<file path="config.mk">
export PLATFORM = sky130hd
export DESIGN_NAME = tick_div_arbiter
export DESIGN_NICKNAME = d
export VERILOG_FILES = /design/src/rtl/tick_div_arbiter.sv
export SDC_FILE = /design/constraint.sdc
export NUM_CORES = 1
export LEC_CHECK = 0
export CORE_ASPECT_RATIO = 1.25
export CORE_UTILIZATION = 23
export DETAILED_ROUTE_END_ITERATION = 10
export PLACE_DENSITY = 0.53
export SLEW_MARGIN = 40
export SYNTH_ARGS = -nofsm -noshare
export SYNTH_HDL_FRONTEND = slang
export SYNTH_SLANG_ARGS = --single-unit
</file>
<file path="constraint.sdc">
create_clock -name CLK -period 2.9 [get_ports CLK]
set_clock_uncertainty 0.15 [all_clocks]
set_input_delay 0.435 -clock CLK [delete_from_list [all_inputs] [get_ports CLK]]
set_output_delay 0.435 -clock CLK [all_outputs]
set_load 0.05 [all_outputs]
</file>
<file path="src/rtl/tick_div_arbiter.sv">
// Round-robin owner of the shared enable-tick divider: grants one requester per burst,
// reprograms and settles the divider, forwards the requested number of ticks, reports status.
module tick_div_arbiter #(
    parameter int N_REQ      = 2,
    parameter int CNT_W      = 16,
    parameter int SETTLE_CYC = 2,
    parameter int OWN_W      = (N_REQ > 1) ? $clog2(N_REQ) : 1
) (
    input  logic                   CLK,
    input  logic                   RST,
    input  logic [N_REQ-1:0]       req_valid,
    output logic [N_REQ-1:0]       req_ready,
    input  logic [3*N_REQ-1:0]     req_div,
    input  logic [CNT_W*N_REQ-1:0] req_cnt,
    input  logic [N_REQ-1:0]       abort,
    output logic [2:0]             div_sel,
    output logic                   div_rst,
    input  logic                   tick_in,
    output logic [N_REQ-1:0]       tick_out,
    output logic                   busy,
    output logic [OWN_W-1:0]       owner,
    output logic [N_REQ-1:0]       done,
    output logic [1:0]             status
);

    localparam int SET_W = (SETTLE_CYC > 1) ? $clog2(SETTLE_CYC) : 1;

    typedef enum logic [2:0] {
        S_IDLE,
        S_LOAD,
        S_SETTLE,
        S_RUN,
        S_DONE
    } state_t;

    state_t           state_q, state_d;
    logic [OWN_W-1:0] last_grant_q, last_grant_d;
    logic [OWN_W-1:0] owner_q, owner_d;
    logic [CNT_W-1:0] remaining_q, remaining_d;
    logic [SET_W-1:0] settle_q, settle_d;
    logic [2:0]       div_sel_q, div_sel_d;
    logic             div_rst_q, div_rst_d;
    logic             busy_q, busy_d;
    logic [1:0]       status_q, status_d;
    logic [N_REQ-1:0] req_ready_q, req_ready_d;
    logic [N_REQ-1:0] tick_out_q, tick_out_d;
    logic [N_REQ-1:0] done_q, done_d;

    logic             found;
    logic [OWN_W-1:0] win;
    logic [2:0]       win_div;
    logic [CNT_W-1:0] win_cnt;
    logic             own_abort;

    // Round-robin search starting just after the last granted requester.
    always_comb begin
        int idx;
        found = 1'b0;
        win   = '0;
        idx   = 0;
        for (int k = 1; k <= N_REQ; k++) begin
            idx = int'(last_grant_q) + k;
            if (idx >= N_REQ) idx = idx - N_REQ;
            if (!found && req_valid[idx]) begin
                found = 1'b1;
                win   = OWN_W'(idx);
            end
        end
    end

    assign win_div   = req_div[3*int'(win) +: 3];
    assign win_cnt   = req_cnt[CNT_W*int'(win) +: CNT_W];
    assign own_abort = abort[owner_q];

    always_comb begin
        state_d      = state_q;
        last_grant_d = last_grant_q;
        owner_d      = owner_q;
        remaining_d  = remaining_q;
        settle_d     = settle_q;
        div_sel_d    = div_sel_q;
        status_d     = status_q;
        req_ready_d  = '0;
        tick_out_d   = '0;
        done_d       = '0;

        case (state_q)
            S_IDLE: begin
                if (found) begin
                    owner_d          = win;
                    remaining_d      = win_cnt;
                    req_ready_d[win] = 1'b1;
                    if (win_div == 3'd0 || win_cnt == '0) begin
                        state_d  = S_DONE;
                        status_d = 2'b10;
                    end else begin
                        state_d   = S_LOAD;
                        div_sel_d = win_div;
                    end
                end
            end
            S_LOAD: begin
                settle_d = '0;
                if (own_abort) begin
                    state_d  = S_DONE;
                    status_d = 2'b01;
                end else begin
                    state_d = S_SETTLE;
                end
            end
            S_SETTLE: begin
                if (own_abort) begin
                    state_d  = S_DONE;
                    status_d = 2'b01;
                end else if (settle_q == SET_W'(SETTLE_CYC - 1)) begin
                    state_d = S_RUN;
                end else begin
                    settle_d = settle_q + 1'b1;
                end
            end
            S_RUN: begin
                // A tick coinciding with abort is still counted and forwarded.
                if (tick_in) begin
                    remaining_d         = remaining_q - 1'b1;
                    tick_out_d[owner_q] = 1'b1;
                    if (remaining_q == CNT_W'(1)) begin
                        state_d  = S_DONE;
                        status_d = 2'b00;
                    end else if (own_abort) begin
                        state_d  = S_DONE;
                        status_d = 2'b01;
                    end
                end else if (own_abort) begin
                    state_d  = S_DONE;
                    status_d = 2'b01;
                end
            end
            S_DONE: begin
                last_grant_d = owner_q;
                state_d      = S_IDLE;
            end
            default: state_d = S_IDLE;
        endcase

        if (state_d == S_DONE) done_d[owner_d] = 1'b1;
    end

    assign busy_d    = (state_d != S_IDLE);
    assign div_rst_d = (state_d != S_RUN);

    always_ff @(posedge CLK or posedge RST) begin
        if (RST) begin
            state_q      <= S_IDLE;
            last_grant_q <= OWN_W'(N_REQ - 1);
            owner_q      <= '0;
            remaining_q  <= '0;
            settle_q     <= '0;
            div_sel_q    <= 3'd1;
            div_rst_q    <= 1'b1;
            busy_q       <= 1'b0;
            status_q     <= 2'b00;
            req_ready_q  <= '0;
            tick_out_q   <= '0;
            done_q       <= '0;
        end else begin
            state_q      <= state_d;
            last_grant_q <= last_grant_d;
            owner_q      <= owner_d;
            remaining_q  <= remaining_d;
            settle_q     <= settle_d;
            div_sel_q    <= div_sel_d;
            div_rst_q    <= div_rst_d;
            busy_q       <= busy_d;
            status_q     <= status_d;
            req_ready_q  <= req_ready_d;
            tick_out_q   <= tick_out_d;
            done_q       <= done_d;
        end
    end

    assign req_ready = req_ready_q;
    assign div_sel   = div_sel_q;
    assign div_rst   = div_rst_q;
    assign tick_out  = tick_out_q;
    assign busy      = busy_q;
    assign owner     = owner_q;
    assign done      = done_q;
    assign status    = status_q;

endmodule

</file>
==> results_tabular.tex, run 1 <==
\begin{tabular}{lr}
\hline
Metric & Value \\
\hline
\multicolumn{2}{l}{\textbf{Logic synthesis}} \\
\quad Number of nets produced by synthesis & 274 \\
\quad Area share of fa/ha/maj cells after synthesis & 0.0122 \\
\quad Synth warn & 0 \\
\quad Dominant cell by count in the synthesized netlist & dfrtp\_1 \\
\quad Synthesized-area fraction occupied by ao, oa, aoi and oai cells & 0.212 \\
\quad Cell count after synthesis & 227 \\
\quad Post-synthesis sequential area ratio & 0.430 \\
\quad Leading post-synthesis cells by cell area & dfrtp\_1 (39\%), mux2i\_1 (7.8\%), o21ai\_0 (6.1\%), nand2\_1 (4.0\%), nor3\_1 (3.9\%) \\
\quad Dominant combinational cell family by area after synthesis & simple AND/OR/NAND/NOR gates \\
\quad Proportion of synthesized area in mux cells & 0.0948 \\
\quad Share of async-settable or async-resettable flops after synthesis & 1.00 \\
\quad Mean Syn Cell Area & 9.01 um\^{}2 \\
\quad Number of enable flip-flop cells after synthesis & 0 \\
\quad List of most frequent post-synthesis cells & dfrtp\_1 (32), o21ai\_0 (25), nand2\_1 (22) \\
\quad Mapped cell area & 2050 um\^{}2 \\
\quad Post-synthesis xor/xnor area fraction & 0 \\
\quad Number of synthesized register bits & 35 \\
\quad Post-synthesis simple-gate area fraction & 0.220 \\
\quad Top cell type by total area after synthesis & dfrtp\_1 \\
\quad Count of different cell masters after synthesis & 47 \\
\quad Commonest register cell after synthesis & dfrtp\_1 \\
\quad Post-synth top area share & 0.391 \\
\multicolumn{2}{l}{\textbf{STA}} \\
\quad Final TNS setup & 0 ns \\
\quad Time the final worst path needs with I/O delays and setup & 2.42 ns \\
\quad Final hold slack & 0.364 ns \\
\quad Achievable Freq & 0.414 GHz \\
\quad Final-report hold violation count & 0 \\
\quad Relative slew margins & 0.665 \\
\quad Unrepaired setup endpoints after global routing & no \\
\quad Final setup violation count & 0 \\
\quad Smallest setup slack after layout & 0.483 ns \\
\quad Final worst path period share & 0.833 \\
\quad Max-slew violations & 0 \\
\quad Actual slew at the worst max-slew pin & 0.501 ns \\
\multicolumn{2}{l}{\textbf{Clock network}} \\
\quad Number of gates resized after cts & 0 \\
\quad H-tree depth reported by CTS & 2 \\
\quad TritonCTS Sinks & 35 \\
\quad Number of post-CTS setup repair buffers & 0 \\
\quad Hold Buf Count CTS & 0 \\
\quad Clock latency of the later-clocked register in the worst-skew pair & 0.28 ns \\
\quad Clock tree from TritonCTS & done \\
\quad CTS root buf & clkbuf\_8 \\
\quad Clock transition time at the flip-flop clock pins of the worst setup and hold paths & 0.07 ns \\
\quad Number of buffers created by CTS & 5 \\
\quad Largest buffer count on any clock path & 2 \\
\multicolumn{2}{l}{\textbf{Global route}} \\
\quad Number of global-route vias before repair & 2,001 \\
\quad Global-route total usage across every layer & 0.139 \\
\quad Global-route wire length before repair & 9860 um \\
\quad GRT overflow & 0 \\
\quad Maximum number of pins on one net before global-route repair & 36 \\
\quad Antenna violations before repair & 0 \\
\multicolumn{2}{l}{\textbf{Route}} \\
\quad DRT antenna net count & 0 \\
\quad Total via count in the routed design & 1,989 \\
\quad Post-Route WL & 6110 um \\
\quad DRT Pass-1 Iters & 4 \\
\quad WL/cell & 15.0 um \\
\quad Average vias per placed instance & 4.88 \\
\quad Residual DRC & 0 \\
\quad Detailed router's first-iteration violation count & 91 \\
\multicolumn{2}{l}{\textbf{Worst setup path}} \\
\quad Delay contributed by the slowest stage of the critical path & 0.57 ns \\
\quad Ordered list of cells on the worst path & or4\_4 > or3\_4 > or4\_4 > o22ai\_1 > a2bb2oi\_2 \\
\quad Kind of end point of the critical path & flop \\
\quad Type of element launching the critical path & flop \\
\quad Data arrival at the endpoint of the critical path & 2.44 ns \\
\quad Start-to-end type of the worst setup path & flop to flop \\
\quad CP max stage cell & or4\_4 \\
\quad Required time of the critical path & 2.92 ns \\
\quad Cell mode on critical path & or4\_4 \\
\quad Critical path fanouts, max & 6 \\
\multicolumn{2}{l}{\textbf{Cells and area}} \\
\quad Final Cell Area & 2870 um\^{}2 \\
\quad Layout overhead on the synthesized area & 40.3\% \\
\quad Filler-free cell count of the finished design & 408 \\
\quad Diode count & 0 \\
\quad Final core area utilization & 0.332 \\
\quad Fraction of layout instances using a drive strength above 1 & 0.0972 \\
\quad Number of nets at the end of the flow & 334 \\
\multicolumn{2}{l}{\textbf{Floorplanning}} \\
\quad Chip Width & 86.4 um \\
\quad Core area & 8650 um\^{}2 \\
\quad Floorplan die area & 9280 um\^{}2 \\
\quad Die Y-Extent & 107 um \\
\quad Placement Rows & 38 \\
\quad Effective utilization at floorplan & 0.236 \\
\quad Top-Level Pins & 59 \\
\multicolumn{2}{l}{\textbf{Placement}} \\
\quad Weighted congestion at the end of routability-driven global placement & 0.851 \\
\quad Detailed placement HPWL & 4620 um \\
\quad Number of placed cells counting well taps & 400 \\
\quad Number of buffer cells added on primary ports & 58 \\
\quad Cell area reported after detailed placement & 2780 um\^{}2 \\
\quad Worst setup slack after placement & 0.375 ns \\
\multicolumn{2}{l}{\textbf{Pwr}} \\
\quad VDD IR-drop max & 0.231 mV \\
\quad Pwr/cell area & 911 nW/um\^{}2 \\
\quad Leakage power figure & 1.12 nW \\
\quad Power Total & 2.62 mW \\
\multicolumn{2}{l}{\textbf{Run}} \\
\quad Total of max-cap violations & 0 \\
\multicolumn{2}{l}{\textbf{Run status}} \\
\quad Outcome & complete, no violations \\
\multicolumn{2}{l}{\textbf{Hold path}} \\
\quad Kind of path behind the tightest hold check & flop to flop \\
\hline
\end{tabular}
[cell families after synthesis]
family / count (synthesis)
buffers and inverters: 16
AOI/OAI and AO/OA: 67
DFF: 35
and+or+nand+nor: 88
muxes: 19
adders and majority gates: 2
[power by group]
part / switching [mW] / internal, mW
registers: 0.218 / 0.720
clock network: 0.175 / 0.192
logic: 0.778 / 0.534
total: 1.17 / 1.44
[sequential cells by signal, indices dropped and copies added (netlist names)]
name / cells
busy: 1
div_rst: 1
div_sel: 3
done: 2
last_grant_q: 1
owner: 1
remaining_q: 16
req_ready: 2
settle_q: 1
state_q: 3
status: 2
tick_out: 2
[routing by layer]
metal	vias to the layer above	routed length [um]	GRT usage	part of all wire
met4	0	61	0.0286	0.010
met3	6	285	0.0345	0.047
li1	975	-	-	-
met1	957	2710	0.167	0.44
met5	-	0	0	0
met2	51	3050	0.248	0.50
[worst paths after layout]
check / depth (start not counted) / startpoint / end / slack (ns)
worst max register to register: 5 / remaining_q[2] / remaining_q[15] / 0.48
max in group asynchronous: 3 / RST / last_grant_q / 1.84
worst min register to register: 2 / settle_q / settle_q / 0.36
worst min-delay path: 2 / settle_q / settle_q / 0.36
min in group asynchronous: 3 / RST / remaining_q[2] / 0.41
worst max-delay path: 5 / remaining_q[2] / remaining_q[15] / 0.48
[worst max-delay path: cells and delay by family (launching register included)]
kind	cells	cell delay, ns
flops	1	0.46
simple gates	3	1.41
compound gates	2	0.29
[cell type report]
class                      instances  area (um^2)
clock buffer                       7         86.3
clock inverter                     1         5.00
inverter                           6         22.5
timing repair buffer              63          618
tap                              120          150
fill                             939         5780
sequential                        35          880
multi-input combinational        176         1110
[placed cells by master, fill, tap and decap left out, drive strengths merged, types with 2 or more instances in the layout]
cell,instances
a211oi,2
a21oi,11
a22o,4
a2bb2oi,3
a31oi,2
and2,2
buf,5
clkbuf,7
clkdlybuf4s50,58
dfrtp,32
dfstp,3
ha,2
inv,6
mux2,3
mux2i,16
nand2,22
nand2b,3
nand3,2
nand3b,2
nand4,3
nor2,17
nor2b,2
nor3,16
nor4,11
o21a,2
o21ai,26
o22ai,5
o31ai,2
or2,2
or3,2
or4,2
Power figures use the tool's default switching activity.
==> inputs of run 2 (changes only) <==
--- a/config.mk
+++ b/config.mk
@@ -8,7 +8,7 @@
 export CORE_ASPECT_RATIO = 1.25
 export CORE_UTILIZATION = 23
 export DETAILED_ROUTE_END_ITERATION = 10
-export PLACE_DENSITY = 0.53
+export PLACE_DENSITY = 0.54
 export SLEW_MARGIN = 40
 export SYNTH_ARGS = -nofsm -noshare
 export SYNTH_HDL_FRONTEND = slang
==> constraint.sdc (replaced) <==
create_clock -name CLK -period 2.05 [get_ports CLK]
set_clock_uncertainty 0.15 [all_clocks]
set_input_delay 0.3075 -clock CLK [delete_from_list [all_inputs] [get_ports CLK]]
set_output_delay 0.3075 -clock CLK [all_outputs]
set_load 0.05 [all_outputs]
==> results_tabular.tex, run 2 (same netlist as run 1, synthesis figures left out) <==
\begin{tabular}{lr}
\hline
Metric & Value \\
\hline
\multicolumn{2}{l}{\textbf{Placement}} \\
\quad Detailed placement HPWL & 5000 um \\
\quad Number of placed cells counting well taps & 437 \\
\quad Weighted congestion at the end of routability-driven global placement & 0.859 \\
\quad Number of buffer cells added on primary ports & 58 \\
\multicolumn{2}{l}{\textbf{Cells and area}} \\
\quad Fraction of layout instances using a drive strength above 1 & 0.272 \\
\quad Most common library cell in the layout ignoring fill and taps & clkdlybuf4s50\_1 \\
\quad Number of nets at the end of the flow & 373 \\
\quad Largest register by flop count & remaining\_q \\
\quad Layout overhead on the synthesized area & 61.4\% \\
\quad Highest-count cells in the layout ignoring fill and taps & clkdlybuf4s50\_1 (55), buf\_4 (44), dfrtp\_1 (32) \\
\quad Number of flip-flops under the largest register name & 16 \\
\quad Filler-free cell count of the finished design & 447 \\
\quad Diode count & 0 \\
\multicolumn{2}{l}{\textbf{STA}} \\
\quad Unrepaired setup endpoints after global routing & yes \\
\quad Actual slew at the worst max-slew pin & 0.499 ns \\
\quad Time the final worst path needs with I/O delays and setup & 2.25 ns \\
\quad Achievable Freq & 0.445 GHz \\
\quad Final worst path period share & 1.10 \\
\quad Relative slew margins & 0.666 \\
\quad Final setup violation count & 3 \\
\quad Smallest setup slack after layout & -0.199 ns \\
\quad Final-report hold violation count & 0 \\
\quad Max-slew violations & 0 \\
\multicolumn{2}{l}{\textbf{Worst setup path}} \\
\quad Data arrival at the endpoint of the critical path & 2.27 ns \\
\quad Reg-to-reg critical path startpoint & remaining\_q[1] \\
\quad Worst-case register-to-register setup slack & -0.20 ns \\
\quad Start-to-end type of the worst setup path & flop to flop \\
\quad Critical path fanouts, max & 2 \\
\quad Timing startpoint of the critical path & remaining\_q[1] \\
\quad Worst R2R Path Depth & 5 \\
\quad End of the worst register-to-register path & remaining\_q[15] \\
\quad Kind of end point of the critical path & flop \\
\quad Type of element launching the critical path & flop \\
\quad Required time of the critical path & 2.07 ns \\
\multicolumn{2}{l}{\textbf{Global route}} \\
\quad Global-route wire length before repair & 10,500 um \\
\quad GRT overflow & 0 \\
\quad Antenna violations before repair & 0 \\
\quad Global-route total usage across every layer & 0.148 \\
\quad Number of global-route vias before repair & 2,151 \\
\quad Maximum number of pins on one net before global-route repair & 36 \\
\multicolumn{2}{l}{\textbf{Run status}} \\
\quad Outcome & finished with violations \\
\quad Violations in the final reports & negative setup slack \\
\multicolumn{2}{l}{\textbf{Floorplanning}} \\
\quad Core area & 8650 um\^{}2 \\
\quad Effective utilization at floorplan & 0.236 \\
\quad Top-Level Pins & 59 \\
\quad Placement Rows & 38 \\
\quad Chip Width & 86.4 um \\
\quad Die Y-Extent & 107 um \\
\quad Floorplan die area & 9280 um\^{}2 \\
\multicolumn{2}{l}{\textbf{Route}} \\
\quad WL/cell & 14.8 um \\
\quad Detailed router's first-iteration violation count & 80 \\
\quad Residual DRC & 0 \\
\quad Total via count in the routed design & 2,168 \\
\quad Average vias per placed instance & 4.85 \\
\quad DRT antenna net count & 0 \\
\quad DRT Pass-1 Iters & 5 \\
\quad Post-Route WL & 6600 um \\
\multicolumn{2}{l}{\textbf{Pwr}} \\
\quad Power Total & 4.19 mW \\
\quad Leakage power figure & 1.34 nW \\
\quad VDD IR-drop max & 0.372 mV \\
\quad Pwr/cell area & 1270 nW/um\^{}2 \\
\multicolumn{2}{l}{\textbf{Clock network}} \\
\quad Clock tree from TritonCTS & done \\
\quad Clock latency of the later-clocked register in the worst-skew pair & 0.28 ns \\
\quad CTS root buf & clkbuf\_8 \\
\quad Clock transition time at the flip-flop clock pins of the worst setup and hold paths & 0.07 ns \\
\quad Number of buffers created by CTS & 5 \\
\quad Largest buffer count on any clock path & 2 \\
\quad H-tree depth reported by CTS & 2 \\
\quad TritonCTS Sinks & 35 \\
\multicolumn{2}{l}{\textbf{Run}} \\
\quad Total of max-cap violations & 0 \\
\multicolumn{2}{l}{\textbf{Hold path}} \\
\quad Kind of path behind the tightest hold check & primary input to asynchronous set/reset pin \\
\hline
\end{tabular}
-- run 2: changes by cell type in the layout (fill, tap and decap cells not counted), sizes merged --
cell           delta
buf              +42
clkdlybuf4s50     -3
-- run 2: worst max path at each step --
stage,slack (ns),end
floorplan,-0.17,remaining_q[15]
global placement,-0.38,div_sel[2]
detailed placement,-0.37,div_sel[1]
CTS,-0.21,remaining_q[15]
global route,-0.25,remaining_q[15]
finish,-0.20,remaining_q[15]
-- run 2: final cells by class --
class                      instances  area (um^2)
clock buffer                       7         86.3
clock inverter                     1         5.00
fill                             919         5350
inverter                           6         27.5
multi-input combinational        176         1230
sequential                        35          880
tap                              120          150
timing repair buffer             102          923
-- run 2: report_power, final --
| group | total (mW) | leakage (nW) | switching (mW) | internal [mW] |
|---|---|---|---|---|
| sequential | 1.27 | 0.426 | 0.251 | 1.02 |
| combinational | 2.40 | 0.865 | 1.32 | 1.08 |
| clock | 0.522 | 0.0482 | 0.251 | 0.271 |
-- run 2: through the flow --
step           hold WS, ns  instance area [um^2]  TNS, ns  utilization  worst slack (ns)
2_1_floorplan        0.265                  2050   -0.211            -            -0.171
3_3_place_gp         0.342                  3070    -4.20        0.355            -0.377
3_5_place_dp         0.350                  3070    -4.01        0.355            -0.370
4_1_cts              0.313                  3200   -0.419        0.370            -0.205
5_1_grt              0.336                  3300   -0.668        0.382            -0.252
6_report             0.282                  3300   -0.422        0.382            -0.199
-- run 2: worst max-delay path: stages (launching register included) --
cell and delay (ns):
dfrtp_1 0.39, or4_4 0.56, or3_4 0.36, or4_4 0.44
o22ai_2 0.17, a2bb2oi_2 0.07
-- run 2: routing by layer --
| layer | GRT usage | share of wire | up-vias |
|---|---|---|---|
| met1 | 0.178 | 0.42 | 1030 |
| met3 | 0.0337 | 0.063 | 9 |
| li1 | - | - | 1051 |
| met4 | 0.0417 | 0.017 | 0 |
| met5 | 0 | 0 | - |
| met2 | 0.260 | 0.50 | 78 |
-- run 2: what timing repair did --
| item | CTS | global route |
|---|---|---|
| hold buffers | 0 | 0 |
| resized for setup | 6 | 23 |
| setup buffers | 1 | 1 |
| pin swaps | 0 | 8 |
| endpoints found under the setup margin | 7 | 16 |
